<file path="src/rtl/nes_controller_reader_if.sv">
// ============================================================================
// Module      : nes_controller_reader_if
// Description : Controller-port and button-bus signal bundle for the NES reader.
// Revision    : 1.0
// ============================================================================
`default_nettype none

interface nes_controller_reader_if;
    logic       enable;
    logic       nes_data;
    logic       nes_latch;
    logic       nes_clock;
    logic [7:0] buttons;
    logic       buttons_valid;
    logic       busy;

    // Reader side: drives the controller lines and the parallel button bus
    modport master (
        input  enable,
        input  nes_data,
        output nes_latch,
        output nes_clock,
        output buttons,
        output buttons_valid,
        output busy
    );

    // System/controller side
    modport slave (
        output enable,
        output nes_data,
        input  nes_latch,
        input  nes_clock,
        input  buttons,
        input  buttons_valid,
        input  busy
    );
endinterface

`default_nettype wire

</file>
<file path="src/rtl/nes_controller_reader.sv">
// ============================================================================
// Module      : nes_controller_reader
// Description : Polls one NES controller port and presents the 8 buttons as an
//               active-high vector with a one-cycle valid strobe.
// Revision    : 1.0
// ============================================================================
`default_nettype none

module nes_controller_reader #(
    parameter int CLK_FREQ   = 50000000,
    parameter int SHIFT_FREQ = 1000000,
    parameter int POLL_FREQ  = 750
) (
    input  wire logic                clk,
    input  wire logic                rst,
    nes_controller_reader_if.master  bus
);
    // Half shift-clock period must be at least 3 cycles so the synchronized
    // data settles before it is sampled at the end of each low half.
    localparam int c_half_cyc = CLK_FREQ / (2 * SHIFT_FREQ);
    localparam int c_poll_cyc = CLK_FREQ / POLL_FREQ;
    localparam int c_poll_w   = (c_poll_cyc > 1) ? $clog2(c_poll_cyc) : 1;
    localparam int c_phase_w  = $clog2(2 * c_half_cyc);

    typedef enum logic [2:0] {
        S_IDLE     = 3'd0,
        S_LATCH    = 3'd1,
        S_CLK_HIGH = 3'd2,
        S_CLK_LOW  = 3'd3,
        S_DONE     = 3'd4
    } state_t;

    state_t                 r_state;
    state_t                 w_state_nxt;
    logic [c_poll_w-1:0]    r_poll;
    logic [c_phase_w-1:0]   r_phase;
    logic [2:0]             r_idx;
    logic [1:0]             r_sync;
    logic [7:0]             r_shift;
    logic [7:0]             r_buttons;
    logic                   r_latch;
    logic                   r_clock;
    logic                   r_valid;
    logic                   r_busy;

    logic                   w_poll_tick;
    logic                   w_latch_end;
    logic                   w_half_end;
    logic                   w_sample;
    logic [2:0]             w_bit;
    logic [7:0]             w_shift_nxt;

    assign w_poll_tick = (r_poll == c_poll_w'(c_poll_cyc - 1));
    assign w_latch_end = (r_phase == c_phase_w'(2 * c_half_cyc - 1));
    assign w_half_end  = (r_phase == c_phase_w'(c_half_cyc - 1));

    always_comb begin
        w_state_nxt = r_state;
        w_sample    = 1'b0;
        case (r_state)
            S_IDLE: begin
                if (w_poll_tick && bus.enable) begin
                    w_state_nxt = S_LATCH;
                end
            end
            S_LATCH: begin
                if (w_latch_end) begin
                    w_sample    = 1'b1;
                    w_state_nxt = S_CLK_HIGH;
                end
            end
            S_CLK_HIGH: begin
                if (w_half_end) begin
                    w_state_nxt = S_CLK_LOW;
                end
            end
            S_CLK_LOW: begin
                if (w_half_end) begin
                    w_sample    = 1'b1;
                    w_state_nxt = (r_idx == 3'd7) ? S_DONE : S_CLK_HIGH;
                end
            end
            S_DONE: begin
                w_state_nxt = S_IDLE;
            end
            default: begin
                w_state_nxt = S_IDLE;
            end
        endcase

        // Bit 0 (A) is valid while latch is high; later bits follow each clock
        w_bit       = (r_state == S_LATCH) ? 3'd0 : r_idx;
        w_shift_nxt = r_shift;
        if (w_sample) begin
            w_shift_nxt[w_bit] = ~r_sync[1];
        end
    end

    always_ff @(posedge clk or posedge rst) begin
        if (rst) begin
            r_state <= S_IDLE;
        end else begin
            r_state <= w_state_nxt;
        end
    end

    always_ff @(posedge clk or posedge rst) begin
        if (rst) begin
            r_poll    <= '0;
            r_phase   <= '0;
            r_idx     <= 3'd0;
            r_sync    <= 2'b00;
            r_shift   <= 8'h00;
            r_buttons <= 8'h00;
            r_latch   <= 1'b0;
            r_clock   <= 1'b0;
            r_valid   <= 1'b0;
            r_busy    <= 1'b0;
        end else begin
            r_sync <= {r_sync[0], bus.nes_data};
            r_poll <= w_poll_tick ? '0 : r_poll + c_poll_w'(1);

            if ((w_state_nxt != r_state) || (r_state == S_IDLE)) begin
                r_phase <= '0;
            end else begin
                r_phase <= r_phase + c_phase_w'(1);
            end

            if (w_sample) begin
                r_shift <= w_shift_nxt;
                if (r_state == S_LATCH) begin
                    r_idx <= 3'd1;
                end else if (r_idx != 3'd7) begin
                    r_idx <= r_idx + 3'd1;
                end
            end

            // Publish on entry to DONE so the vector and strobe share a cycle
            if (w_state_nxt == S_DONE) begin
                r_buttons <= w_shift_nxt;
            end

            r_latch <= (w_state_nxt == S_LATCH);
            r_clock <= (w_state_nxt == S_CLK_HIGH);
            r_valid <= (w_state_nxt == S_DONE);
            r_busy  <= (w_state_nxt != S_IDLE);
        end
    end

    assign bus.nes_latch     = r_latch;
    assign bus.nes_clock     = r_clock;
    assign bus.buttons       = r_buttons;
    assign bus.buttons_valid = r_valid;
    assign bus.busy          = r_busy;

endmodule

`default_nettype wire

</file>
<file path="src/flat_wrapper.sv">
// flat-port wrapper written by rule: the top's interface ports become plain ports
module nes_controller_reader_flat 
#(
    parameter int CLK_FREQ   = 50000000,
    parameter int SHIFT_FREQ = 1000000,
    parameter int POLL_FREQ  = 750
)
  (clk, rst, bus_enable, bus_nes_data, bus_nes_latch, bus_nes_clock, bus_buttons, bus_buttons_valid, bus_busy);
  nes_controller_reader_if bus_i ();
  input  wire logic clk;
  input  wire logic rst;
  input wire logic [$bits(bus_i.enable)-1:0] bus_enable;
  input wire logic [$bits(bus_i.nes_data)-1:0] bus_nes_data;
  output wire logic [$bits(bus_i.nes_latch)-1:0] bus_nes_latch;
  output wire logic [$bits(bus_i.nes_clock)-1:0] bus_nes_clock;
  output wire logic [$bits(bus_i.buttons)-1:0] bus_buttons;
  output wire logic [$bits(bus_i.buttons_valid)-1:0] bus_buttons_valid;
  output wire logic [$bits(bus_i.busy)-1:0] bus_busy;
  assign bus_i.enable = bus_enable;
  assign bus_i.nes_data = bus_nes_data;
  assign bus_nes_latch = bus_i.nes_latch;
  assign bus_nes_clock = bus_i.nes_clock;
  assign bus_buttons = bus_i.buttons;
  assign bus_buttons_valid = bus_i.buttons_valid;
  assign bus_busy = bus_i.busy;
  nes_controller_reader #(.CLK_FREQ(CLK_FREQ), .SHIFT_FREQ(SHIFT_FREQ), .POLL_FREQ(POLL_FREQ)) u_core (.clk(clk), .rst(rst), .bus(bus_i));
endmodule
</file>
<file path="config.mk">
export PLATFORM = sky130hd
export DESIGN_NAME = nes_controller_reader_flat
export DESIGN_NICKNAME = d
export VERILOG_FILES = /design/src/rtl/nes_controller_reader_if.sv /design/src/rtl/nes_controller_reader.sv /design/src/flat_wrapper.sv
export SDC_FILE = /design/constraint.sdc
export NUM_CORES = 1
export LEC_CHECK = 0
export CORE_MARGIN = 2
export CORE_UTILIZATION = 55
export DETAILED_ROUTE_END_ITERATION = 7
export DONT_BUFFER_PORTS = 1
export PLACE_DENSITY = 0.69
export SYNTH_ARGS = -nofsm -noshare
export SYNTH_HDL_FRONTEND = slang
export SYNTH_SLANG_ARGS = --single-unit
</file>
<file path="constraint.sdc">
create_clock -name clk -period 1.65 [get_ports clk]
set_input_delay 0.2475 -clock clk [delete_from_list [all_inputs] [get_ports clk]]
set_output_delay 0.2475 -clock clk [all_outputs]
set_load 0.005 [all_outputs]
</file>
Word-level counts from Yosys, hierarchy flattened

Index checks and enable logic that the tools add are counted.

Add/subtract/negate cells: 3
Magnitude comparators: 2
Equality and inequality tests: 12
Multiplexer cells: 18
Bitwise logic cells: 1
Reductions and logical operators: 7

Operator list:

| operator                                                           | count |
|---|---|
| 2-to-1 mux 3 bit                                                   | 8 |
| adder 17 x 1 -> 17 bit (second input constant)                     | 1 |
| == test 17 bit (second input constant)                             | 1 |
| 2-to-1 mux 17 bit                                                  | 1 |
| case mux 3 bit (4 select lines)                                    | 1 |
| == test 3 x 2 -> 1 bit (second input constant)                     | 3 |
| bitwise mux 8 bit                                                  | 1 |
| 2-to-1 mux 8 bit                                                   | 1 |
| adder 6 x 1 -> 6 bit (second input constant)                       | 1 |
| == test 3 x 1 -> 1 bit (second input constant)                     | 2 |
| == test 3 bit (second input constant)                              | 2 |
| == test 6 x 5 -> 1 bit (second input constant)                     | 1 |
| == test 6 bit (second input constant)                              | 1 |
| 2-to-1 mux 6 bit                                                   | 1 |
| less-than comparator 3 x 4 -> 1 bit (second input constant)        | 1 |
| adder 3 x 1 -> 3 bit (second input constant)                       | 1 |
| demux 1 bit (select 3 bit)                                         | 1 |
| greater-or-equal comparator 3 x 1 -> 1 bit (second input constant) | 1 |
| zero test 3 bit                                                    | 1 |
| 2-to-1 mux 1 bit                                                   | 3 |
| inequality test 3 bit                                              | 1 |
| inequality test 3 bit (second input constant)                      | 1 |
| nonzero test 3 bit                                                 | 1 |
| logical AND 1 bit                                                  | 2 |
| other kinds (5)                                                    | 5 |

Bits in registers: 51
Logic and storage cells: 54

Logic depth before layout (Yosys ltp)

Depth in word-level cells: 8
Gate-level depth with buffers: 7
Depth with buffers taken out: 6

Worst setup path before layout

OpenSTA, ideal clock, no wires.

Path kind: flip-flop to flip-flop
From: register u_core.r_poll[2]
To: register u_core.r_clock, in the netlist u_core.bus.nes_clock
Library setup time: 121 ps
Arrival time: 1646 ps
Required time: 1529 ps
Slack: -117 ps
Stages on the path, launching flop included: 6
Path buffers: 1
Cells stage by stage: dfrtp_1 -> or4b_1 -> nor4_2 -> buf_4 -> nand3_4 -> and4b_1

Cells in the longest elaborated chain, start to end: 5

RTL lines:

| element                         | RTL line                     | source |
|---|---|---|
| from (decl)                     | nes_controller_reader.sv:35  | `logic [c_poll_w-1:0] r_poll;` |
| from (signal assigned)          | nes_controller_reader.sv:121 | `r_poll <= w_poll_tick ? '0 : r_poll + c_poll_w'(1);` |
| == test 17 bit                  | nes_controller_reader.sv:53  | `assign w_poll_tick = (r_poll == c_poll_w'(c_poll_cyc - 1));` |
| logical AND 1 bit               | nes_controller_reader.sv:62  | `if (w_poll_tick && bus.enable) begin` |
| 2-to-1 mux 3 bit                | nes_controller_reader.sv:62  |  |
| case mux 3 bit (4 select lines) | nes_controller_reader.sv:60  | `case (r_state)` |
| == test 3 x 2 -> 1 bit          | nes_controller_reader.sv:144 | `r_clock <= (w_state_nxt == S_CLK_HIGH);` |
| to (signal assigned)            | nes_controller_reader.sv:144 |  |
| to (decl)                       | nes_controller_reader.sv:42  | `logic r_clock;` |

Every way passes these cells.
A chain may end at the register's enable or synchronous reset.

Worst setup path in the final report

From: register u_core.r_poll[2]
To: register u_core.r_phase[2]

Cells in the longest elaborated chain, start to end: 7

RTL lines:

| element                         | RTL line                     | source |
|---|---|---|
| == test 17 bit                  | nes_controller_reader.sv:53  |  |
| logical AND 1 bit               | nes_controller_reader.sv:62  |  |
| 2-to-1 mux 3 bit                | nes_controller_reader.sv:62  |  |
| case mux 3 bit (4 select lines) | nes_controller_reader.sv:60  |  |
| inequality test 3 bit           | nes_controller_reader.sv:123 | `if ((w_state_nxt != r_state) \|\| (r_state == S_IDLE)) begin` |
| logical OR 1 bit                | nes_controller_reader.sv:123 |  |
| 2-to-1 mux 6 bit                | nes_controller_reader.sv:123 |  |
| to (signal assigned)            | nes_controller_reader.sv:126 | `r_phase <= r_phase + c_phase_w'(1);` |
| to (decl)                       | nes_controller_reader.sv:36  | `logic [c_phase_w-1:0] r_phase;` |

Every way passes these cells.

==> run summary <==
top cells by count, synth: 51 x dfrtp_1, 19 x inv_1, 19 x nand2_1
Clock Tree Buf Depth: 2
DRT iter0 DRCs: 170
Mapped Area: 2648 um2
layout overhead on the synthesized area: 26.32%
initial cell density of the core: 56.43%
Core Area: 4692 um2
Critical Path RT: 1.83 ns
EDFF count, synth: 0
nature of the critical path startpoint: flip-flop
largest net degree at the start of global routing: 34
Worst R2R Start: u_core.r_poll[2]
sequential fraction of the synthesis area: 48.20%
Worst-path clk slew: 0.09 ns
Worst EP arrival: 2.01 ns
Yosys reg bits: 51
Cells after Synth: 248
status: complete, but fails checks
Post-DP Area: 2980 um2
clock sinks: 51
total CTS buffers: 5
post-route cell area: 3344 um2
Cell Rows: 25
drt first pass iters: 4
area leader, netlist: dfrtp_1
vias per cell: 5.660
worst setup path class: reg2reg
Worst Setup Slack, final: -0.1732 ns
DRC violations left: 0
Rel. slew slack: 69.35%
TritonCTS clock tree: yes
first-pass GRT wire length: 8790 um
Synth warnings: 0
initial antenna violation count: 0
crit path cell chain: or4b_4, nor4_4, buf_4, a311o_2, a211oi_1
Lkg Pwr: 1.614 nW
# diodes: 0
Yosys top cell area share: 48.20%
critical path fanouts, max: 5
Port Buf Inserts: 0
syn_nets: 259
RSZ-0062 raised after global routing: yes
min cycle time layout: 1.823 ns
Slew @ Worst Pin: 0.4598 ns
Setup Viol. Count Final: 22
worst hold start: bus_enable
die height: 73.38 um
Final Max Slew Viols: 0
most frequent cell after synthesis: dfrtp_1
vias after detailed routing: 1981
top_reg_cell synth: dfrtp_1
max_cap viols: 0
CP max stage delay: 0.55 ns
Placer Congestion: 0.8423
Overflow after GRT: 0
CP top delay family: simple AND/OR/NAND/NOR gates
routed wire length: 5358 um
Critical Path Start: u_core.r_poll[2]
vias in the first global route: 1910
Skew-Pair Late Insertion Delay: 0.31 ns
Setup crit end kind: flip-flop
die area: 5385 um2
post-route insts no fill: 350
hpwl dp: 3616 um
Async SR Flop Fraction: 100.0%
Syn Area/Cell: 10.68 um2
Max Freq: 548.5 MHz
Synth area leaders: dfrtp_1 48%, mux2i_1 4.5%, xnor2_1 4.0%
period utilization: 110.5%
layout cells sized above 1: 32.77%
setup TNS: -1.507 ns
failing checks: setup timing
nets@finish: 306
Setup Skew: 0.01610 ns
H-tree lvl count: 2
crit path buf inv count: 1
Root Buffer Master: clkbuf_8
post-route ant nets: 0
Crit-path slowest cell: or4b_4
Cell Pwr Density: 656.4 nW/um2
post-DR wirelength/cell: 15.31 um
Die Span X: 73.38 um
WHS: 0.2714 ns
gr usage total: 21.54%
total power: 2.195 mW
Netlist cell types: 50
Hold Path Class: in2reg
Fin. Hold Viols: 0
Max VDD drop: 0.4298 mV
Inst Count DP: 332
IO Pins: 16
flip-flops by register name, summed over array words and instances (netlist names):
name	cells
u_core.bus.busy	1
u_core.bus.buttons_valid	1
u_core.r_idx	3
u_core.r_sync	2
u_core.r_phase	6
u_core.r_state	3
u_core.bus.buttons	8
u_core.r_poll	17
u_core.bus.nes_latch	1
u_core.bus.nes_clock	1
u_core.r_shift	8
cells by family (layout without fill, tap and decap cells):
family / after synthesis / after routing / synth area share (%)
AND/OR/NAND/NOR: 97 / 97 / 22.35
buffers and inverters: 29 / 77 / 5.056
multiplexers: 20 / 20 / 7.940
AO/OA/AOI/OAI: 25 / 25 / 6.853
flip-flops: 51 / 51 / 48.20
adder cells (fa/ha/maj): 7 / 7 / 3.308
XOR/XNOR: 19 / 19 / 6.285
final timing paths:
| kind | end | slack (ns) | cells past startpoint |
|---|---|---|---|
| worst min-delay path | u_core.r_phase[0] | 0.27 | 2 |
| worst max-delay path | u_core.r_phase[2] | -0.17 | 5 |
| worst min register to register | u_core.r_sync[1] | 0.36 | 0 |
| worst max register to register | u_core.r_phase[2] | -0.17 | 5 |
| min in group asynchronous | u_core.r_sync[0] | 0.37 | 2 |
| max in group asynchronous | u_core.r_phase[1] | 0.74 | 3 |
power by group:
part / total (mW) / internal (mW) / switching (mW)
clock: 0.900 / 0.460 / 0.440
sequential: 1.26 / 1.25 / 0.00574
combinational: 0.0371 / 0.0104 / 0.0267
metal layers:
metal  track usage, %  share of wire (%)
met1            28.06                 45
met2            36.24                 51
met3            3.978                3.5
met4            7.071               0.88
met5                0                  0
metrics by stage:
step                      setup WS [ns]  utilization [%]
after floorplan                 -0.1166                -
after global routing            -0.2402            71.28
after CTS                       -0.1627            69.97
after global placement          -0.1757            63.52
final                           -0.1732            71.28
after detailed placement        -0.2323            63.52
worst register-to-register path, delay by kind of cell, from the launching register on:
kind	cells	cell delay [ns]
compound gates	2	0.31
flops	1	0.39
simple gates	2	0.83
buf+inv	1	0.18
area by class of cell:
type | instances | area [um2]
clock inverter | 3 | 47.55
clock buffer | 5 | 68.82
fill | 342 | 1348
sequential | 51 | 1276
tap | 54 | 67.56
timing repair buffer | 50 | 411.6
multi-input combinational | 168 | 1399
inverter | 19 | 73.82
layout by cell type (no fill, tap or decap), types with 7 or more instances in the layout:
cell	instances
nand2_1	18
xnor2_1	12
inv_1	15
mux2i_1	11
nor2_1	15
xor2_1	7
nand3_1	13
dfrtp_1	51
mux2_4	7
buf_4	42
timing repair:
item / 4_1_cts / 5_1_grt
cloned: 1 / 0
hold buffers: 2 / 0
pin swaps: 7 / 5
gates resized for setup: 31 / 10
endpoints found under the setup margin: 27 / 30
buffers inserted: 4 / 4
hold endpoints to repair: 19 / 0
(Power assumes the default switching activity.)
